File: config.mk
export PLATFORM = sky130hd
export DESIGN_NAME = nac_rd_arbiter
export DESIGN_NICKNAME = d
export VERILOG_FILES = /design/src/rtl/nac_rd_arbiter.sv
export SDC_FILE = /design/constraint.sdc
export NUM_CORES = 1
export LEC_CHECK = 0
export ABC_CLOCK_PERIOD_IN_PS = 2800
export CAP_MARGIN = 20
export CORE_AREA = 2 2 133 135
export CTS_BUF_LIST = sky130_fd_sc_hd__clkbuf_16
export CTS_CLUSTER_DIAMETER = 120
export DETAILED_ROUTE_END_ITERATION = 6
export DIE_AREA = 0 0 135 137
export MAX_ROUTING_LAYER = met4
export PLACE_DENSITY = 0.63
export SLEW_MARGIN = 20
export SYNTH_ARGS = -nofsm -noshare
export SYNTH_HDL_FRONTEND = slang
export SYNTH_SLANG_ARGS = --single-unit
export TNS_END_PERCENT = 1
File: constraint.sdc
create_clock -name clk -period 2.8 [get_ports clk]
set_input_delay 0.28 -clock clk [delete_from_list [all_inputs] [get_ports clk]]
set_output_delay 0.28 -clock clk [all_outputs]
set_load 0.05 [all_outputs]
File: src/rtl/nac_rd_arbiter.sv
// Round-robin read arbiter: multiplexes NUM_REQ burst requesters onto a single AXI4 read master,
// one outstanding burst at a time, with a sticky protocol/response error flag.
module nac_rd_arbiter #(
   parameter int unsigned NUM_REQ = 4,
   parameter int unsigned ADDR_W  = 40,
   parameter int unsigned DATA_W  = 32
) (
   input  logic                        clk,
   input  logic                        rst,
   input  logic [NUM_REQ-1:0]          req_valid,
   input  logic [NUM_REQ*ADDR_W-1:0]   req_addr,
   input  logic [NUM_REQ*8-1:0]        req_len,
   output logic [NUM_REQ-1:0]          req_ready,
   output logic [DATA_W-1:0]           rd_data,
   output logic [1:0]                  rd_resp,
   output logic                        rd_last,
   output logic [NUM_REQ-1:0]          rd_valid,
   input  logic [NUM_REQ-1:0]          rd_ready,
   output logic [ADDR_W-1:0]           m_axi_araddr,
   output logic [7:0]                  m_axi_arlen,
   output logic [2:0]                  m_axi_arsize,
   output logic [1:0]                  m_axi_arburst,
   output logic                        m_axi_arvalid,
   input  logic                        m_axi_arready,
   input  logic [DATA_W-1:0]           m_axi_rdata,
   input  logic [1:0]                  m_axi_rresp,
   input  logic                        m_axi_rlast,
   input  logic                        m_axi_rvalid,
   output logic                        m_axi_rready,
   output logic [(NUM_REQ > 1 ? $clog2(NUM_REQ) : 1)-1:0] grant_id,
   output logic                        busy,
   output logic                        err,
   input  logic                        err_clear
);
   localparam int unsigned GW    = (NUM_REQ > 1) ? $clog2(NUM_REQ) : 1;
   localparam int unsigned LEN_W = 8;

   typedef enum logic [1:0] {IDLE, ADDR, DATA} state_t;

   state_t             state;
   logic [GW-1:0]      last_grant;
   logic [GW-1:0]      sel;
   logic [GW-1:0]      cand;
   logic               sel_found;
   logic [ADDR_W-1:0]  sel_addr;
   logic [LEN_W-1:0]   sel_len;
   logic [LEN_W-1:0]   beat_cnt;
   logic               in_data;
   logic               ar_hs;
   logic               r_hs;
   logic               err_set;

   assign m_axi_arsize  = 3'($clog2(DATA_W / 8));
   assign m_axi_arburst = 2'b01;

   // Round-robin search starting just after the previous owner
   always_comb begin
      sel       = last_grant;
      cand      = '0;
      sel_found = 1'b0;
      for (int unsigned i = 1; i <= NUM_REQ; i++) begin
         cand = GW'((32'(last_grant) + i) % NUM_REQ);
         if (!sel_found && req_valid[cand]) begin
            sel       = cand;
            sel_found = 1'b1;
         end
      end
   end

   always_comb begin
      sel_addr = '0;
      sel_len  = '0;
      for (int unsigned k = 0; k < NUM_REQ; k++) begin
         if (sel == GW'(k)) begin
            sel_addr = req_addr[k*ADDR_W +: ADDR_W];
            sel_len  = req_len[k*LEN_W +: LEN_W];
         end
      end
   end

   assign in_data = (state == DATA);
   assign ar_hs   = m_axi_arvalid & m_axi_arready;
   assign r_hs    = in_data & m_axi_rvalid & m_axi_rready;

   // Data path is steered combinationally to the current owner
   assign rd_data      = m_axi_rdata;
   assign rd_resp      = m_axi_rresp;
   assign rd_last      = m_axi_rlast;
   assign m_axi_rready = in_data & rd_ready[grant_id];

   always_comb begin
      req_ready = '0;
      rd_valid  = '0;
      if (ar_hs)   req_ready[grant_id] = 1'b1;
      if (in_data) rd_valid[grant_id]  = m_axi_rvalid;
   end

   // Flags a beat count that disagrees with rlast, or a SLVERR/DECERR response
   assign err_set = r_hs & ((m_axi_rlast && (beat_cnt != m_axi_arlen)) ||
                            (!m_axi_rlast && (beat_cnt == m_axi_arlen)) ||
                            (m_axi_rresp == 2'b10) || (m_axi_rresp == 2'b11));

   always_ff @(posedge clk or posedge rst) begin
      if (rst) begin
         state         <= IDLE;
         grant_id      <= '0;
         last_grant    <= GW'(NUM_REQ - 1);
         m_axi_araddr  <= '0;
         m_axi_arlen   <= '0;
         m_axi_arvalid <= 1'b0;
         busy          <= 1'b0;
         beat_cnt      <= '0;
         err           <= 1'b0;
      end else begin
         if (err_set)        err <= 1'b1;
         else if (err_clear) err <= 1'b0;

         case (state)
            IDLE: begin
               if (sel_found) begin
                  grant_id      <= sel;
                  m_axi_araddr  <= sel_addr;
                  m_axi_arlen   <= sel_len;
                  m_axi_arvalid <= 1'b1;
                  busy          <= 1'b1;
                  state         <= ADDR;
               end
            end
            ADDR: begin
               if (m_axi_arready) begin
                  m_axi_arvalid <= 1'b0;
                  beat_cnt      <= '0;
                  state         <= DATA;
               end
            end
            DATA: begin
               if (r_hs) begin
                  beat_cnt <= beat_cnt + LEN_W'(1);
                  if (m_axi_rlast) begin
                     last_grant <= grant_id;
                     busy       <= 1'b0;
                     state      <= IDLE;
                  end
               end
            end
            default: begin
               m_axi_arvalid <= 1'b0;
               busy          <= 1'b0;
               state         <= IDLE;
            end
         endcase
      end
   end

endmodule

==> qor.yml, run 1 <==
outcome: "completed"
synthXorXnorAreaFrac_pct: 2.71
p_leak_nw: 2.84
synth-simple-area-share_pct: 13.3
holdBufCountCts: 0
synth-seq-cells: 65
synth_ff_type: "dfrtp_1"
core_region_area_sq_mm: 0.0171
crit_fanout: 9
die_w_microns: 135
area_growth_pct: 71.3
postRouteAntennaNets: 0
fp-row-count: 48
r2r_setup_slack_ns: 0.55
post-cts-setup-buffers: 0
regToRegEndpoint: "m_axi_araddr[0]"
synth-seq-area-share_pct: 38.7
synth_fa_ha_area_share_pct: 0.297
clk_latency_ns: 0.34
drcViolationCount: 0
r2r_start: "last_grant[0]"
slew_headroom_pct: 45.3
cts_resized: 0
synth_compound_area_share_pct: 19.8
grt_pass1_wl_microns: 24700
rsz0062_at_grt: "false"
synth.most_common_cell: "nor2_1"
drt_iter0_markers: 171
netlist.area_leader.share_pct: 37.5
synth_common_cells: "nor2_1, dfrtp_1, o22ai_1, mux2i_1, buf_4"
crit_path_end_kind: "output pin"
io_pins: 342
grt_usage_pct: 18.0
place_congestion: 0.842
synth.largest_area_cell: "dfrtp_1"
initial_core_util_pct: 24.7
worstSetupPathType: "reg2out"
clkSlewWorstSetupHoldPaths_ns: 0.06
instances_no_fill: 899
worst_slew_pin_slew_ns: 0.819
finalCriticalPeriod_ns: 2.62
rr_worst_depth: 6
h-tree-depth: 3
min_path_type: "in2async"
clock_path_buffers: 2
wirelength_microns: 16500
grt_overflow: 0
finalHoldViolations: 0
arrival_ns: 2.34
synth.avg_cell_area_sq_um: 9.54
vias: 4332
syn_area_sq_mm: 0.00421
cp-start-kind: "flip-flop"
vias_per_cell: 4.82
grt_pass1_vias: 4474
yosys-top-cells-area: "dfrtp_1, mux2i_1, buf_4, o22ai_1, a211oi_1"
synth_async_sr_flop_share_pct: 100
synth_mux_area_share_pct: 12.9
fmax_mhz: 381
drv_cap: 0
fillCellCount: 1652
grt_max_degree: 35
first_pass_iters: 5
drt-wirelength-per-cell_microns: 18.4
ys_types: 46
finalSetupViolCount: 0
layout.nets: 909
ir_drop_v: 0.000547
drive_gt1_share_pct: 7.43
cts_sinks: 65
synth-edff-count: 0
powerDensity_mw_per_mm2: 1040
setup_tns_ns: 0
critPathRequiredTime_ns: 2.52
yosys_warnings: 0
crit_start: "grant_id[0]"
cts_made_buffers: 9
root_buffer: "clkbuf_16"
die_area_sq_mm: 0.0185
antenna_found_initial: 1
cts_tree: "done"
finClkSkew_ns: 0.00845
port_buffers: 270
synth_top_family_by_area: "compound AO/OA/AOI/OAI gates"
place_hpwl_microns: 12900
slew_violations: 0
dp_cells: 882
synthCells: 441
fin_crit_sh_pct: 93.7
die_h_microns: 137
routing by layer:
layer  vias to the layer above  wire [microns]  GRT usage, %
met1                      2050            6670          21.4
met3                        43            1110          3.56
met2                       199            8240          29.6
met4                         0             522          8.39
met5                         -               0             -
li1                       2040               -             -
layout make-up:
cell class | instances | area, sq um | share of cell area (%)
timing repair buffer | 284 | 2860 | 39.7
multi-input combinational | 302 | 2130 | 29.6
sequential | 65 | 1630 | 22.6
tap | 225 | 282 | 3.91
clock buffer | 9 | 225 | 3.13
clock inverter | 7 | 55.1 | 0.764
inverter | 6 | 22.5 | 0.313
antenna | 1 | 2.50 | 0.0347
logic make-up after synthesis:
group / count (synthesis)
buffers and inverters: 77
XOR/XNOR: 13
multiplexers: 52
AND/OR/NAND/NOR: 117
flip-flops: 65
adder cells (fa/ha/maj): 1
other: 2
AO/OA/AOI/OAI: 114
cells in the final DEF, fill, tap and decap left out, types with 2 or more instances in the layout:
| cell | n |
|---|---|
| conb_1 | 5 |
| or2b_1 | 3 |
| inv_1 | 8 |
| dfstp_2 | 2 |
| o21ai_0 | 2 |
| nand2_1 | 12 |
| buf_4 | 10 |
| o22ai_1 | 50 |
| mux2_4 | 2 |
| clkbuf_16 | 9 |
| dfrtp_1 | 63 |
| nand3_1 | 4 |
| a21oi_1 | 3 |
| nand4_1 | 7 |
| nor2_1 | 67 |
| and3_1 | 2 |
| clkinv_2 | 2 |
| nor3b_1 | 2 |
| nand2b_1 | 4 |
| a211oi_1 | 41 |
| nor3_1 | 2 |
| buf_12 | 4 |
| nor2b_1 | 4 |
| mux2i_1 | 49 |
| a211oi_2 | 8 |
| clkdlybuf4s50_1 | 270 |
| nand3b_1 | 2 |
| xor2_1 | 5 |
| xnor2_1 | 8 |
power breakdown:
part           internal (W)  total (W)  switching (W)  leakage (nW)
sequential          0.00137    0.00173       0.000358         0.741
combinational       0.00187    0.00469        0.00283          1.95
clock              0.000673    0.00109       0.000413         0.150
state kept, by name, indices dropped and copies added, names as in the netlist:
| register | cells |
|---|---|
| m_axi_arlen | 8 |
| busy | 1 |
| last_grant | 2 |
| state | 2 |
| err | 1 |
| grant_id | 2 |
| beat_cnt | 8 |
| m_axi_araddr | 40 |
| m_axi_arvalid | 1 |
how the worst max path moves through the flow:
stage / slack (ns) / end / cells after the start
after floorplan: 0.58 / last_grant[0] / 7
after global placement: 0.30 / m_axi_araddr[0] / 7
after detailed placement: 0.26 / m_axi_araddr[23] / 6
after CTS: 0.14 / m_axi_rready / 3
after global routing: 0.09 / m_axi_rready / 3
final: 0.18 / m_axi_rready / 3
metrics by stage:
stage | worst slack, ns | cell area [sq um] | power [W] | hold slack (ns) | utilization [%]
CTS | 0.140 | 7200 | 0.00758 | 0.433 | 42.2
detailed placement | 0.257 | 6920 | 0.00645 | 0.560 | 40.6
global route | 0.0878 | 7210 | 0.00788 | 0.476 | 42.3
floorplan | 0.582 | 4220 | 0.00490 | 0.371 | -
finish | 0.177 | 7210 | 0.00751 | 0.413 | 42.3
global placement | 0.305 | 6920 | 0.00639 | 0.544 | 40.6
worst max-delay path, cell delays in order, from the launching register on:
cell and delay [ns]:
dfrtp_1 0.56, mux4_2 0.60, nor2b_1 0.15, clkdlybuf4s50_1 0.69
Note: power is estimated with default switching activity, not from simulation.
==> run 2: changes to the inputs <==
Settings changed: ABC_AREA set to 1, CORE_AREA 2 2 133 135 to 2 2 135 137, DIE_AREA 0 0 135 137 to 0 0 137 139, PLACE_DENSITY 0.63 to 0.66, REMOVE_ABC_BUFFERS set to 1.
==> run 2 against run 1 <==
Combinational power grew 89%. Synthesized area is 19% higher. Flip-flop and latch count unchanged. Clock power barely moved. Synthesized cell count grew 78%. Sequential share of layout area down 2.0 points.
==> qor.yml, run 2 <==
largest_register: "m_axi_araddr"
postRouteAntennaNets: 0  # unchanged
syn_area_sq_mm: 0.00499  # +19%
h-tree-depth: 3  # unchanged
holdBufCountCts: 0  # unchanged
io_pins: 342  # unchanged
core_region_area_sq_mm: 0.0177  # +3.5%
crit_path_end_kind: "flip-flop"
dp_slack_ns: 0.125  # -0.132 ns
drt_iter0_markers: 242  # +42%
outcome: "completed"
fp-row-count: 49  # +2.1%
cts_sinks: 65  # unchanged
cts_made_buffers: 9  # unchanged
arrival_ns: 2.73  # +0.39 ns
grt_usage_pct: 20.4  # +2.4 points
cts_tree: "done"
grt_pass1_vias: 5430  # +21%
die_area_sq_mm: 0.0190  # +3.0%
reg_top3: "m_axi_araddr: 40 flops, beat_cnt: 8 flops, m_axi_arlen: 8 flops"
fmax_mhz: 398  # +4.3%
multiInputGateArea_sq_mm: 0.00249  # +17%
slew_violations: 0  # unchanged
grt_pass1_wl_microns: 28800  # +16%
finalHoldViolations: 0  # unchanged
ir_drop_v: 0.000705  # +29%
drive_gt1_share_pct: 5.15  # -2.3 points
vias: 5579  # +29%
seqCellArea_sq_mm: 0.00163  # unchanged
grt_overflow: 0  # unchanged
synth-seq-cells: 65  # unchanged
worst_slack_ns: 0.287  # +0.109 ns
finalCriticalPeriod_ns: 2.51  # -0.109 ns
crit_path_cell_trace: "inv_4 > nand2_1 > nand2_1 > nand2_1 > nand2_1 > nor2_4 > nand3_2 > nand2_4 > nand2_4 > buf_4 > o21ai_1 > inv_1 > nand2_1 > nand2_1"
post-cts-setup-buffers: 0  # unchanged
finClkSkew_ns: 0.00418  # -0.00426 ns
synth.largest_area_cell: "dfrtp_1"
area_growth_pct: 58.0
worstSetupPathType: "reg2reg"
drcViolationCount: 0  # unchanged
cp_slowest_stage_delay_ns: 0.63  # -0.06 ns
fin_crit_sh_pct: 89.8  # -3.9 points
wirelength_microns: 18800  # +14%
grt_max_degree: 37  # +5.7%
n_antenna_cell: 0  # -1
rsz0062_at_grt: "false"
finalSetupViolCount: 0  # unchanged
final_common_cell: "nand2_1"
p_leak_nw: 3.90  # +37%
synth_common_cells: "nand2_1, inv_1, dfrtp_1, nand3_1, o21ai_0"
first_pass_iters: 6  # +1
initial_core_util_pct: 28.3  # +3.6 points
setup_tns_ns: 0  # unchanged
drv_cap: 0  # unchanged
min_path_type: "in2async"
synth-edff-count: 0  # unchanged
critPathRequiredTime_ns: 3.02  # +0.50 ns
clock_path_buffers: 2  # unchanged
powerDensity_mw_per_mm2: 1480  # +42%
yosys-top-cells-area: "dfrtp_1, nand2_1, buf_4, inv_1, nand3_1"
synth-seq-area-share_pct: 32.6  # -6.1 points
ys_types: 36  # -22%
antenna_found_initial: 0  # -1
die_w_microns: 137  # +1.5%
place_congestion: 0.868  # +3.1%
vias_per_cell: 4.50  # -6.6%
netlist.area_leader.share_pct: 31.6  # -5.9 points
drt-wirelength-per-cell_microns: 15.2  # -17%
fillCellCount: 1837  # +11%
port_buffers: 270  # unchanged
synthCells: 783  # +78%
synth.avg_cell_area_sq_um: 6.38  # -33%
place_hpwl_microns: 15000  # +16%
crit_fanout: 23  # +14
synth_async_sr_flop_share_pct: 100  # unchanged
final_cell_mix: "nand2_1, clkdlybuf4s50_1, inv_1"
cpMostUsedCell: "nand2_1"
clk_latency_ns: 0.33  # about the same
synth_ff_type: "dfrtp_1"
slowest_stage: "dfstp_2"
slew_headroom_pct: 50.7  # +5.5 points
root_buffer: "clkbuf_16"
largest_reg_flops: 40  # unchanged
synth.most_common_cell: "nand2_1"
clkSlewWorstSetupHoldPaths_ns: 0.05  # about the same
worst_slew_pin_slew_ns: 0.738  # -0.0811 ns
cts_resized: 0  # unchanged
cp-start-kind: "flip-flop"
die_h_microns: 139  # +1.5%
yosys_warnings: 0  # unchanged
layout.nets: 1246  # +37%
## run 2: cell types whose count changed after synthesis, sizes merged, moves of 50 or more
cell	change
inv	+92
o22ai	-50
nand3	+59
a211oi	-50
o21ai	+96
nand2	+296
## run 2: path summary, 6_finish.rpt
kind                                  start                to  slack [ns]  cells past startpoint
setup / recovery              last_grant[0]  m_axi_araddr[11]        0.29                     14
setup reg to reg              last_grant[0]  m_axi_araddr[11]        0.29                     14
hold / removal                          rst   m_axi_araddr[0]        0.39                      2
hold reg to reg            m_axi_araddr[28]  m_axi_araddr[28]        0.47                      2
min in group clk           m_axi_araddr[28]  m_axi_araddr[28]        0.47                      2
max in group asynchronous               rst     last_grant[0]        1.70                      3
## run 2: report_power, final
part / internal, W / switching [W]
clock network: 0.000670 / 0.000401
registers: 0.00141 / 0.000305
logic: 0.00295 / 0.00593
## run 2: metrics by stage
stage          hold WS [ns]  utilization, %  cell area (sq um)  cells  total power (W)
6_report              0.394            44.7               7890   1239           0.0117
5_1_grt               0.468            44.7               7890   1239           0.0128
4_1_cts               0.414            44.7               7890   1239           0.0119
3_5_place_dp          0.464            43.1               7610   1223           0.0108
3_3_place_gp          0.462            43.1               7610   1223           0.0106
2_1_floorplan         0.376               -               4480    710          0.00754
## run 2: cells by family (layout without fill, tap and decap cells)
| logic type | count (synthesis) | count (layout) | synth area share, % |
|---|---|---|---|
| simple gates | 416 | 416 | 35.3 |
| buf+inv | 174 | 398 | 18.0 |
| compound gates | 116 | 116 | 12.1 |
| flops | 65 | 65 | 32.6 |
| xor+xnor | 9 | 9 | 1.58 |
| other cells | 2 | 5 | 0.150 |
| fa+ha+maj | 1 | 1 | 0.251 |
## run 2: worst max-delay path, delay by kind of cell (launching register included)
kind            cells  cell delay (ns)
simple gates       10             1.23
flops               1             0.63
buf+inv             3             0.40
compound gates      1             0.13
## run 2: final cells by class
class / count / share of cell area, %
clock buffer: 9 / 2.85
clock inverter: 7 / 0.666
inverter: 98 / 4.69
multi-input combinational: 547 / 31.6
sequential: 65 / 20.6
tap: 229 / 3.63
timing repair buffer: 284 / 35.9
## run 2: metal layers
metal	vias up	part of all wire (%)	wire length, microns	global-route usage (%)
met2	247	45	8540	31.0
met4	0	2.1	399	6.73
met3	28	10	1880	7.97
li1	2847	-	-	-
met1	2457	43	8000	24.7
met5	-	0	0	-
